## src/rtl/bus_register_bank.sv

```systemverilog
// DEPTH x WIDTH register bank: one write port (load/inc/dec/clear), two zero-forced read ports.
// Latency: writes land on the next CLK edge; reads are combinational from stored state.
// No backpressure; optional BUS_REGISTER_BANK_BYPASS_EN forwards same-cycle write data to reads.
module bus_register_bank #(
    parameter int WIDTH = 8,
    parameter int DEPTH = 4,
    localparam int ADDR_W = $clog2(DEPTH)
) (
    input  logic              CLK,
    input  logic              CLR_n,
    input  logic              WE_n,
    input  logic [ADDR_W-1:0] WA,
    input  logic [1:0]        OP,
    input  logic [WIDTH-1:0]  D,
    input  logic [ADDR_W-1:0] RA,
    input  logic [ADDR_W-1:0] RB,
    input  logic              OEA_n,
    input  logic              OEB_n,
    output logic [WIDTH-1:0]  QA,
    output logic [WIDTH-1:0]  QB,
    output logic              DRVA,
    output logic              DRVB,
    output logic              CF,
    output logic              ZF
);

    localparam logic [ADDR_W:0] DEPTH_L = (ADDR_W + 1)'(DEPTH);

    localparam logic [1:0] OP_LOAD = 2'b00;
    localparam logic [1:0] OP_INC  = 2'b01;
    localparam logic [1:0] OP_DEC  = 2'b10;
    localparam logic [1:0] OP_CLR  = 2'b11;

    logic [WIDTH-1:0] mem_q [DEPTH];
    logic [WIDTH-1:0] mem_d [DEPTH];
    logic             cf_q, cf_d;
    logic             zf_q, zf_d;

    logic             wa_ok;
    logic             wr_act;
    logic [WIDTH-1:0] wr_cur;
    logic [WIDTH-1:0] wr_dat;
    logic             wr_cf;
    logic [WIDTH-1:0] rd_a;
    logic [WIDTH-1:0] rd_b;

    // Compute the value/flags a write would produce, independent of whether it happens.
    always_comb begin
        wa_ok  = ({1'b0, WA} < DEPTH_L);
        wr_act = CLR_n && !WE_n && wa_ok;

        wr_cur = '0;
        for (int i = 0; i < DEPTH; i++) begin
            if (WA == ADDR_W'(i)) begin
                wr_cur = mem_q[i];
            end
        end

        wr_dat = wr_cur;
        wr_cf  = cf_q;
        case (OP)
            OP_LOAD: begin
                wr_dat = D;
                wr_cf  = cf_q;
            end
            OP_INC: begin
                {wr_cf, wr_dat} = {1'b0, wr_cur} + (WIDTH + 1)'(1);
            end
            OP_DEC: begin
                wr_dat = wr_cur - WIDTH'(1);
                wr_cf  = (wr_cur == '0);
            end
            OP_CLR: begin
                wr_dat = '0;
                wr_cf  = cf_q;
            end
            default: begin
                wr_dat = wr_cur;
                wr_cf  = cf_q;
            end
        endcase
    end

    always_comb begin
        mem_d = mem_q;
        cf_d  = cf_q;
        zf_d  = zf_q;
        if (wr_act) begin
            for (int i = 0; i < DEPTH; i++) begin
                if (WA == ADDR_W'(i)) begin
                    mem_d[i] = wr_dat;
                end
            end
            cf_d = wr_cf;
            zf_d = (wr_dat == '0);
        end
    end

    always_ff @(posedge CLK) begin
        if (!CLR_n) begin
            for (int i = 0; i < DEPTH; i++) begin
                mem_q[i] <= '0;
            end
            cf_q <= 1'b0;
            zf_q <= 1'b0;
        end else begin
            mem_q <= mem_d;
            cf_q  <= cf_d;
            zf_q  <= zf_d;
        end
    end

    // Read side: out-of-range addresses never drive, and undriven ports are forced to zero.
    always_comb begin
        rd_a = '0;
        rd_b = '0;
        for (int i = 0; i < DEPTH; i++) begin
            if (RA == ADDR_W'(i)) begin
                rd_a = mem_q[i];
            end
            if (RB == ADDR_W'(i)) begin
                rd_b = mem_q[i];
            end
        end
`ifdef BUS_REGISTER_BANK_BYPASS_EN
        if (wr_act && (RA == WA)) begin
            rd_a = wr_dat;
        end
        if (wr_act && (RB == WA)) begin
            rd_b = wr_dat;
        end
`endif
        DRVA = !OEA_n && ({1'b0, RA} < DEPTH_L);
        DRVB = !OEB_n && ({1'b0, RB} < DEPTH_L);
        QA   = DRVA ? rd_a : '0;
        QB   = DRVB ? rd_b : '0;
    end

    assign CF = cf_q;
    assign ZF = zf_q;

endmodule

```

## config.mk

```make
export PLATFORM = sky130hd
export DESIGN_NAME = bus_register_bank
export DESIGN_NICKNAME = d
export VERILOG_FILES = /design/src/rtl/bus_register_bank.sv
export SDC_FILE = /design/constraint.sdc
export NUM_CORES = 1
export LEC_CHECK = 0
export ABC_AREA = 0
export BUFFER_PORTS_ARGS = -buffer_cell sky130_fd_sc_hd__buf_2
export CELL_PAD_IN_SITES_DETAIL_PLACEMENT = 1
export CELL_PAD_IN_SITES_GLOBAL_PLACEMENT = 1
export CORE_UTILIZATION = 24
export CTS_CLUSTER_DIAMETER = 60
export DETAILED_ROUTE_END_ITERATION = 6
export PLACE_DENSITY = 0.49
export RECOVER_POWER = 50
export SYNTH_ARGS = -nofsm -noshare
export SYNTH_HDL_FRONTEND = slang
export SYNTH_SLANG_ARGS = --single-unit
```

## constraint.sdc

```tcl
create_clock -name CLK -period 6.39 [get_ports CLK]
set_input_delay 0.9585 -clock CLK [delete_from_list [all_inputs] [get_ports CLK]]
set_output_delay 0.9585 -clock CLK [all_outputs]
set_load 0.01 [all_outputs]
```

==> Word level (Yosys, flattened, before mapping) <==
Cells that the tools add are included.
Widths: inputs -> output; s select.
{ "totals": {"input_bits": 21, "ff_bits": 34, "word_cells": 53, "out_inout_bits": 20} }
{ "classes": {"eq_ne": 12, "addsub": 2, "bitwise": 1, "n_mux": 16, "reduce_logical": 16} }
{ "ops": {"columns": ["cell", "count"], "rows": [
  ["$mux 8", 14],
  ["$pmux 8 s4", 1],
  ["$eq 2x2->1 const B", 8],
  ["$logic_not 8->1", 2],
  ["$reduce_and 2->1", 5],
  ["$add 8x1->9 const B", 1],
  ["$eq 2x1->1 const B", 4],
  ["$logic_not 2->1", 4],
  ["$sub 8x1->8 const B", 1],
  ["$logic_not 1->1", 3],
  ["$pmux 1 s2", 1],
  ["$reduce_or 2->1", 1],
  ["$logic_and 1x1->1", 1],
  ["$not 1->1", 1]
]} }

==> Longest topological paths before layout <==
Gate-level depths: netlist of run 1.
{ "logic_depth": {"ltp_word": 8, "ltp_mapped": 10, "mapped_depth_nobuf": 9} }

==> Worst setup path before layout of run 1 <==
OpenSTA, ideal clock, no wires.
{ "synth_timing": {"path_kind": "input to register", "start": "input port WA[1]", "end": "register zf_q, in the netlist ZF", "path_stages": 8, "setup_time_ns": 0.059, "setup_slack_ns": 3.108, "arrival_ns": 3.223, "path_buffers": 1, "required_time_ns": 6.331, "path_cell_list": "buf_1 mux4_2 or4_4 nor4_4 xnor2_1 o22ai_2 mux2i_2 a31o_1"} }
{ "synth_via": {"elab_chain_cells": 8, "elab_cells_between_ends": 12, "cone_classes": "add/sub: 2; eq/ne: 3; mux: 5; reduce/logical: 2"} }
{ "synth_rtl": {"columns": ["item", "line", "source"], "rows": [
  ["from (decl)", "12", "input logic [ADDR_W-1:0] WA,"],
  ["$logic_not 2->1", "54", "if (WA == ADDR_W'(i)) begin"],
  ["$mux 8 (3 in series)", "54", null],
  ["$mux 8 (*)", "54", null],
  ["$sub 8x1->8 or $add 8x1->9 (tied branches)", "70, 67", null],
  ["$pmux 8 s4 (*)", "61", "case (OP)"],
  ["$logic_not 8->1 (*)", "95", "zf_d = (wr_dat == '0);"],
  ["to (signal assigned)", "109", "zf_q <= zf_d;"],
  ["to (decl)", "37", "logic zf_q, zf_d;"]
]} }
Every way passes the cells marked *; elsewhere a longest branch is shown, timed or not.
A chain may end at the register's enable or synchronous reset.

==> Worst setup path in the final report of run 1 <==
{ "layout_timing": {"start": "input port WA[0]", "end": "register zf_q, in the netlist ZF"} }
Same word-level chain as after synthesis.

==> flow_metrics.env, run 1 <==
export IMPL_fillers=1078
export IMPL_core_area_um2=9240
export IMPL_ys_types=41
export IMPL_synth_edf_count=0
export IMPL_ys_top_cells_by_area="dfxtp_1 30%, mux4_2 22%, nand3_1 8.1%"
export IMPL_worstSetupPathType="in -> reg"
export IMPL_async_reset_ff_share_pct=0
export IMPL_start_util_pct=24.8
export IMPL_cts_root_buffer="clkbuf_8"
export IMPL_synth_ff_type="dfxtp_1"
export IMPL_finalSetupViolCount=0
export IMPL_htreeDepth=2
export IMPL_final_max_slew_violation_count=37
export IMPL_clock_fmax_mhz=287
export IMPL_syn_avg_cell_area_um2=9.65
export IMPL_critPathLaunch="WA[0]"
export IMPL_finalHoldViolations=0
export IMPL_cp_slowest_cell="mux4_1"
export IMPL_fin_crit_sh_pct=54.6
export IMPL_r2r_start="mem_q[16]"
export IMPL_post_route_drc_count=0
export IMPL_yosysTopAreaCell="dfxtp_1"
export IMPL_synthCells=237
export IMPL_ant_nets=0
export IMPL_dp_hpwl_um=5350
export IMPL_area_growth_pct=16.5
export IMPL_violations="max-capacitance violations, max-slew violations"
export IMPL_cts_hold_buffers=0
export IMPL_die_w_um=99.6
export IMPL_dieArea_um2=9920
export IMPL_diodes=0
export IMPL_fin_skew_ns=0.0101
export IMPL_min_path_type="reg -> reg"
export IMPL_tightest_slew_ns=1.74
export IMPL_final_cells=397
export IMPL_seq_area_frac_synth_pct=29.8
export IMPL_p_leak_nw=0.979
export IMPL_worstHoldPathCells=2
export IMPL_cp_cell_sequence="buf_2 > mux4_1 > inv_1 > ha_1 > nor3b_1 > xnor2_1 > o221ai_1 > o21ai_0 > o2111a_1 > a31o_1"
export IMPL_num_rows=35
export IMPL_grt_pass1_vias=2105
export IMPL_crit_required_ns=6.57
export IMPL_numPortBuffers=40
export IMPL_r2r_end="ZF"
export IMPL_layout_setup_ws_ns=2.90
export IMPL_cts_resized=0
export IMPL_grt_max_degree=37
export IMPL_cp_max_fo=12
export IMPL_routabilityCongestion=0.744
export IMPL_grt_use_total_pct=15.4
export IMPL_final_core_util_pct=28.8
export IMPL_slew_headroom_pct=-16.3
export IMPL_min_to="mem_q[31]"
export IMPL_multiInputGateArea_um2=1500
export IMPL_postCtsSetupBuffers=0
export IMPL_vias_per_cell=5.00
export IMPL_r2r_cells=9
export IMPL_max_cap_viol_count=1
export IMPL_regToRegSetupSlack_ns=3.64
export IMPL_yosysWarnings=0
export IMPL_synthesis_area_um2=2290
export IMPL_slowest_delay_ns=0.75
export IMPL_ir_drop_mv=0.0756
export IMPL_cts_sinks=34
export IMPL_drive_gt1_share_pct=20.9
export IMPL_yosysTopAreaCellShare_pct=29.8
export IMPL_power_density_nw_per_um2=196
export IMPL_endpoint_kind="flip-flop"
export IMPL_fin_tns_setup_ns=0
export IMPL_die_h_um=99.6
export IMPL_dpl_worst_slack_ns=2.57
export IMPL_io_pins=41
export IMPL_antenna_found_initial=0
export IMPL_worst_setup_path_start_kind="input port"
export IMPL_drtIter0Drc=73
export IMPL_worstSkewPairLatency_ns=0.29
export IMPL_layout_nets=293
export IMPL_clkTransAtPathRegs_ns=0.07
export IMPL_via_count=1986
export IMPL_seqCellArea_um2=681
export IMPL_ys_seq_elements=34
export IMPL_overflow=0
export IMPL_wl_per_cell_um=18.2
export IMPL_cts_tree="built"
export IMPL_grt_pass1_wl_um=11600
export IMPL_hold_start="mem_q[31]"
export IMPL_synth_nets=263
export IMPL_cts_buffer_depth=2
export IMPL_rsz0062_at_grt="no"
export IMPL_placedCellCount=389
export IMPL_drtPass1Iterations=4
export IMPL_numCtsBuffers=5
export IMPL_hold_ws_ns=0.494
export IMPL_status="finished, violations left"
export IMPL_arrival_ns=3.67
export IMPL_routed_wl_um=7230
export IMPL_finalCriticalPeriod_ns=3.49
[layout by cell type (no fill, tap or decap), types with 2 or more instances in the layout]
cell type / netlist / routed
o21ai_1: 4 / 4
buf_2: 0 / 24
o221ai_1: 2 / 2
mux4_1: 2 / 2
o21ai_0: 31 / 31
clkbuf_1: 15 / 18
nand3_1: 37 / 37
xnor2_1: 6 / 6
and3_1: 2 / 2
nor2_1: 8 / 8
mux4_2: 22 / 22
clkbuf_8: 0 / 5
and2_0: 0 / 3
xor2_1: 4 / 4
dfxtp_1: 34 / 34
mux2i_1: 3 / 3
nand2_1: 8 / 8
a21oi_1: 5 / 5
inv_1: 10 / 10
and2_1: 16 / 13
ha_1: 5 / 5
[stage by stage]
stage | cell area (um2) | total power [mW]
after floorplan | 2290 | 0.300
after global placement | 2580 | 0.332
after detailed placement | 2580 | 0.333
after CTS | 2680 | 0.530
after global routing | 2660 | 0.550
final | 2660 | 0.521
[worst max-delay path by stage]
stage / to / depth (start not counted)
final: ZF / 10
after global routing: mem_q[6] / 10
after CTS: mem_q[6] / 10
after detailed placement: mem_q[6] / 10
after global placement: mem_q[6] / 10
after floorplan: ZF / 8
[final cells by class]
class,count,share of cell area (%)
multi-input cells,176,56.2
flip-flops and latches,34,25.6
repair buffers,40,6.76
well taps,129,6.06
clock buffers,7,2.87
inverters,10,1.41
clock inverters,1,1.13
[state kept, by name, summed over array words and instances (netlist names)]
| name | flops |
|---|---|
| mem_q | 32 |
| CF | 1 |
| ZF | 1 |
[worst max-delay path: cells and delay by family]
kind                     cells  cell delay (ns)
buffers and inverters        2             0.40
AO/OA/AOI/OAI                4             0.92
adder cells (fa/ha/maj)      1             0.19
AND/OR/NAND/NOR              1             0.33
multiplexers                 1             0.75
XOR/XNOR                     1             0.11
[power by group]
group | leakage (nW) | switching, mW | internal [mW]
Combinational | 0.651 | 0.0585 | 0.0415
Sequential | 0.276 | 0.00669 | 0.219
Clock | 0.0524 | 0.0784 | 0.117
Total | 0.979 | 0.144 | 0.378
[cells by family (layout without fill, tap and decap cells)]
group	Yosys count	in the layout	share of synthesized area, %
AO/OA/AOI/OAI	53	53	13.9
multiplexers	28	28	25.9
flip-flops	34	34	29.8
buffers and inverters	27	58	4.76
XOR/XNOR	10	10	3.83
adder cells (fa/ha/maj)	5	5	2.74
AND/OR/NAND/NOR	80	80	19.1
[routing by layer]
layer  vias up  track usage, %  wire length (um)
met4         0            3.05                39
met3         4            2.11               226
li1        950               -                 -
met1       981            21.4              3630
met2        51            25.7              3330
met5         -               0                 0
[Yosys cell counts, drive strengths merged (2+ instances only)]
library cell / instances
a21oi: 5
inv: 10
o22ai: 2
o221ai: 2
nand3: 37
or4: 2
mux2i: 4
xnor2: 6
and3: 2
dfxtp: 34
nand2: 8
buf: 2
mux4: 24
o21ai: 35
and2: 16
xor2: 4
ha: 5
clkbuf: 15
nor2: 8
No activity file was read; power rests on OpenSTA's default activity.
==> run 2: changes to the inputs <==
==> constraint.sdc (replaced) <==
create_clock -name CLK -period 3.27 [get_ports CLK]
set_input_delay 0.4905 -clock CLK [delete_from_list [all_inputs] [get_ports CLK]]
set_output_delay 0.4905 -clock CLK [all_outputs]
set_load 0.01 [all_outputs]
==> run 2 against run 1 <==
Against the previous run: largest cell class unchanged; register-to-register slack lost 3.0 ns; global-route usage up 0.36 points; the run now ends clean; first-iteration DRC count grew 1.4%; worst hold slack worse by 0.00071 ns; clock-buffer cell count down 1; flip-flop and latch count unchanged; largest power group unchanged.
==> flow_metrics.env, run 2 (synthesized netlist as in run 1, its figures left out) <==
export IMPL_final_common_cell="nand3_1"
export IMPL_routed_wl_um=7180
export IMPL_diodes=0
export IMPL_fin_area_um2=2710
export IMPL_die_w_um=99.6
export IMPL_dpl_cell_area_um2=2640
export IMPL_slowest_delay_ns=0.60
export IMPL_fillers=1094
export IMPL_ir_drop_mv=0.137
export IMPL_ant_nets=0
export IMPL_routabilityCongestion=0.789
export IMPL_cts_tree="built"
export IMPL_largest_reg_flops=32
export IMPL_num_rows=35
export IMPL_rsz0062_at_grt="no"
export IMPL_cp_max_fo=7
export IMPL_cp_slowest_cell="mux4_1"
export IMPL_final_max_slew_violation_count=0
export IMPL_cts_resized=0
export IMPL_grt_pass1_vias=2092
export IMPL_drive_gt1_share_pct=23.2
export IMPL_finalCriticalPeriod_ns=2.79
export IMPL_cts_sinks=34
export IMPL_finalHoldViolations=0
export IMPL_io_pins=41
export IMPL_finalSetupViolCount=0
export IMPL_cts_buffer_depth=2
export IMPL_fin_tns_setup_ns=0
export IMPL_status="complete, no violations"
export IMPL_dp_hpwl_um=5500
export IMPL_cts_hold_buffers=0
export IMPL_drtIter0Drc=74
export IMPL_post_route_drc_count=0
export IMPL_postCtsSetupBuffers=0
export IMPL_layout_nets=301
export IMPL_antenna_found_initial=0
export IMPL_worstSkewPairLatency_ns=0.29
export IMPL_cp_top_family="multiplexers"
export IMPL_numPortBuffers=40
export IMPL_crit_buf_inv=3
export IMPL_cp_cell_sequence="buf_2 > mux4_1 > clkbuf_1 > inv_1 > ha_1 > nor3b_1 > nand2_1 > xor2_1 > o22ai_1 > mux2i_1 > o21ai_0"
export IMPL_dieArea_um2=9920
export IMPL_wl_per_cell_um=17.7
export IMPL_grt_max_degree=34
export IMPL_max_cap_viol_count=0
export IMPL_regMostFlops="mem_q"
export IMPL_drtPass1Iterations=4
export IMPL_min_path_type="reg -> reg"
export IMPL_grt_pass1_wl_um=11900
export IMPL_final_cell_mix="37 x nand3_1, 34 x dfxtp_1, 31 x o21ai_0"
export IMPL_numCtsBuffers=5
export IMPL_slew_headroom_pct=51.6
export IMPL_endpoint_kind="flip-flop"
export IMPL_crit_required_ns=3.42
export IMPL_fin_skew_ns=0.0109
export IMPL_overflow=0
export IMPL_start_util_pct=24.8
export IMPL_clock_fmax_mhz=358
export IMPL_arrival_ns=2.94
export IMPL_power_density_nw_per_um2=360
export IMPL_via_count=1987
export IMPL_core_area_um2=9240
export IMPL_die_h_um=99.6
export IMPL_htreeDepth=2
export IMPL_worst_setup_path_start_kind="input port"
export IMPL_fin_crit_sh_pct=85.4
export IMPL_vias_per_cell=4.91
export IMPL_clkTransAtPathRegs_ns=0.07
export IMPL_worstSetupPathType="in -> reg"
export IMPL_area_growth_pct=18.3
export IMPL_p_leak_nw=1.00
export IMPL_grt_use_total_pct=15.8
export IMPL_final_core_util_pct=29.3
export IMPL_cts_root_buffer="clkbuf_8"
export IMPL_tightest_slew_ns=0.726
-- run 2: cell types whose count changed in the layout (fill, tap and decap cells not counted) --
| cell | delta |
|---|---|
| bufinv_16 | -1 |
| clkinvlp_4 | +1 |
| buf_4 | +6 |
| and2_1 | -1 |
| clkinv_2 | +1 |
| and2_0 | +1 |
| clkbuf_8 | +1 |
-- run 2: stage by stage --
stage               power [mW]  hold slack (ns)  setup WS, ns  std cells
finish                   0.975            0.494         0.479        405
global route              1.03            0.523         0.176        405
CTS                      0.993            0.498         0.466        405
detailed placement       0.660            0.487         0.159        397
global placement         0.659            0.480         0.213        397
floorplan                0.586            0.457         0.456        237
-- run 2: layout make-up --
cell class | count | area (um2) | area share (%)
multi-input combinational | 176 | 1500 | 55.4
inverter | 10 | 37.5 | 1.39
clock buffer | 6 | 82.6 | 3.05
sequential | 34 | 681 | 25.2
tap | 129 | 161 | 5.97
timing repair buffer | 48 | 233 | 8.60
clock inverter | 2 | 12.5 | 0.463
-- run 2: where the power goes --
part | switching (mW) | internal [mW] | total, mW
clock | 0.162 | 0.169 | 0.332
combinational | 0.114 | 0.0876 | 0.201
sequential | 0.0134 | 0.428 | 0.442
total | 0.290 | 0.685 | 0.975
-- run 2: worst register-to-register path, stage by stage, from the launching register on --
cell and delay (ns):
dfxtp_1 0.34, mux4_1 0.53, clkbuf_1 0.18, inv_1 0.08, ha_1 0.17, nor3b_1 0.32
nand2_1 0.14, xor2_1 0.15, o22ai_1 0.10, mux2i_1 0.36, o21ai_0 0.13
-- run 2: layer usage --
metal  wire (um)  share of wire (%)  vias up  GRT usage, %
met5           0                  0        -             0
met1        3620                 50      981          22.3
li1            -                  -      968             -
met3         164                2.3        4          1.97
met4          35               0.49        0          3.05
met2        3360                 47       34          26.0
-- run 2: path summary, 6_finish.rpt --
| path | startpoint | endpoint | slack (ns) | cells past startpoint |
|---|---|---|---|---|
| worst max-delay path | WA[0] | mem_q[30] | 0.48 | 11 |
| worst min-delay path | mem_q[23] | mem_q[23] | 0.49 | 2 |
| worst max register to register | mem_q[16] | mem_q[30] | 0.63 | 10 |
| worst min register to register | mem_q[23] | mem_q[23] | 0.49 | 2 |
==> run 3: changes to the inputs <==
--- a/config.mk
+++ b/config.mk
@@ -6,7 +6,7 @@
 export NUM_CORES = 1
 export LEC_CHECK = 0
 export ABC_AREA = 0
-export BUFFER_PORTS_ARGS = -buffer_cell sky130_fd_sc_hd__buf_2
+export BUFFER_PORTS_ARGS = -buffer_cell sky130_fd_sc_hd__buf_4
 export CELL_PAD_IN_SITES_DETAIL_PLACEMENT = 1
 export CELL_PAD_IN_SITES_GLOBAL_PLACEMENT = 1
 export CORE_UTILIZATION = 24
==> run 3 against run 2 <==
Against the previous run: clock skew shrank 0.0022 ns; non-clock buffer count shrank 1; routed wire length grew 1.4%; clock power shrank 9.6%; clock-buffer cell count shrank 1; largest cell class unchanged; die area is the same; final area grew 1.9%; sequential share of layout area shrank 0.48 points; sequential power is essentially flat; cell count shrank 0.49%; flip-flop and latch count is the same; largest power group unchanged; critical endpoint is now mem_q[7]; fmax grew 2.3%.
==> flow_metrics.env, run 3 (synthesized netlist as in run 1, its figures left out) <==
export IMPL_min_path_type="reg -> reg"
export IMPL_arrival_ns=2.88
export IMPL_grt_use_total_pct=16.0
export IMPL_numPortBuffers=40
export IMPL_core_area_um2=9240
export IMPL_p_total_mw=0.953
export IMPL_wl_per_cell_um=18.1
export IMPL_final_common_cell="nand3_1"
export IMPL_grt_pass1_wl_um=11900
export IMPL_vias_per_cell=4.95
export IMPL_io_pins=41
export IMPL_final_max_slew_violation_count=0
export IMPL_sequentialPowerShare_pct=46.3
export IMPL_comb_power_share_pct=22.2
export IMPL_power_density_nw_per_um2=346
export IMPL_p_int_mw=0.669
export IMPL_power_frac_clock_pct=31.4
export IMPL_cts_hold_buffers=0
export IMPL_routed_wl_um=7280
export IMPL_r2r_start="mem_q[9]"
export IMPL_slew_headroom_pct=47.5
export IMPL_layout_nets=300
export IMPL_cts_tree="built"
export IMPL_cp_max_fo=12
export IMPL_critPathLaunch="WA[0]"
export IMPL_via_count=1995
export IMPL_fin_area_um2=2760
export IMPL_num_rows=35
export IMPL_max_cap_viol_count=0
export IMPL_dpl_worst_slack_ns=0.208
export IMPL_start_util_pct=24.8
export IMPL_grt_max_degree=37
export IMPL_cts_resized=0
export IMPL_final_cell_mix="37 x nand3_1, 34 x dfxtp_1, 33 x buf_4"
export IMPL_grt_pass1_vias=2067
export IMPL_drive_gt1_share_pct=24.5
export IMPL_antenna_found_initial=0
export IMPL_finalCriticalPeriod_ns=2.73
export IMPL_hold_start="mem_q[23]"
export IMPL_netSwitchingFraction_pct=29.9
export IMPL_crit_required_ns=3.42
export IMPL_drtIter0Drc=107
export IMPL_finalHoldViolations=0
export IMPL_drtPass1Iterations=4
export IMPL_cts_buffer_depth=2
export IMPL_postCtsSetupBuffers=0
export IMPL_dpl_cell_area_um2=2730
export IMPL_cts_root_buffer="clkbuf_8"
export IMPL_fin_tns_setup_ns=0
export IMPL_area_growth_pct=20.6
export IMPL_ant_nets=0
export IMPL_status="complete, no violations"
export IMPL_layout_setup_ws_ns=0.541
export IMPL_numCtsBuffers=5
export IMPL_largest_reg_flops=32
export IMPL_clkTransAtPathRegs_ns=0.07
export IMPL_tightest_slew_ns=0.788
export IMPL_diodes=0
export IMPL_die_h_um=99.6
export IMPL_routabilityCongestion=0.808
export IMPL_fin_crit_sh_pct=83.5
export IMPL_worst_setup_path_start_kind="input port"
export IMPL_regMostFlops="mem_q"
export IMPL_cts_sinks=34
export IMPL_die_w_um=99.6
export IMPL_endpoint_kind="flip-flop"
export IMPL_overflow=0
export IMPL_dieArea_um2=9920
export IMPL_htreeDepth=2
export IMPL_worstSetupPathType="in -> reg"
export IMPL_fin_skew_ns=0.00862
export IMPL_post_route_drc_count=0
export IMPL_dp_hpwl_um=5430
export IMPL_clock_fmax_mhz=366
export IMPL_fillers=1085
export IMPL_finalSetupViolCount=0
export IMPL_p_leak_nw=1.02
export IMPL_power_switching_mw=0.285
export IMPL_rsz0062_at_grt="no"
export IMPL_ir_drop_mv=0.123
export IMPL_worstSkewPairLatency_ns=0.29
## run 3: changes by cell type in the layout (fill, tap and decap cells not counted), sizes merged
cell	before	now
buf	30	33
clkbuf	24	19
clkinv	1	2
clkinvlp	1	0
## run 3: area by class of cell
type	count	area [um2]	share of cell area [%]
repair buffers	47	302	10.9
clock inverters	2	10.0	0.363
inverters	10	37.5	1.36
well taps	129	161	5.85
multi-input cells	176	1500	54.3
flip-flops and latches	34	681	24.7
clock buffers	5	68.8	2.50
## run 3: critical path, stage by stage
cell,delay (ns)
buf_4,0.20
mux4_1,0.64
or4_4,0.58
nor4_4,0.29
xnor2_1,0.16
o22ai_2,0.10
mux2i_2,0.29
o21ai_1,0.12
## run 3: per-stage QoR
step | instances | hold WS (ns) | util [%]
finish | 403 | 0.502 | 29.8
global route | 403 | 0.519 | 29.8
global placement | 396 | 0.483 | 29.5
floorplan | 237 | 0.457 | -
CTS | 403 | 0.502 | 30.4
detailed placement | 396 | 0.490 | 29.5
## run 3: power by group through the flow
stage | Combinational [mW] | Clock, mW | Sequential (mW)
floorplan | 0.139 | 0 | 0.447
global placement | 0.221 | 0 | 0.451
detailed placement | 0.222 | 0 | 0.451
CTS | 0.223 | 0.314 | 0.442
global route | 0.234 | 0.336 | 0.444
finish | 0.212 | 0.300 | 0.442
## run 3: final timing paths
path                     to  slack (ns)  depth (start not counted)
setup / recovery   mem_q[7]        0.54                          8
hold / removal    mem_q[23]        0.50                          2
setup reg to reg   mem_q[7]        0.67                          7
hold reg to reg   mem_q[23]        0.50                          2
## run 3: layer usage
metal  up-vias  routed length [um]  track usage (%)  part of all wire (%)
met3         7                 209             2.67                   2.9
met5         -                   0                0                     0
met1       976                3510             21.3                    48
li1        968                   -                -                     -
met4         0                  66             3.73                  0.91
met2        44                3490             27.1                    48
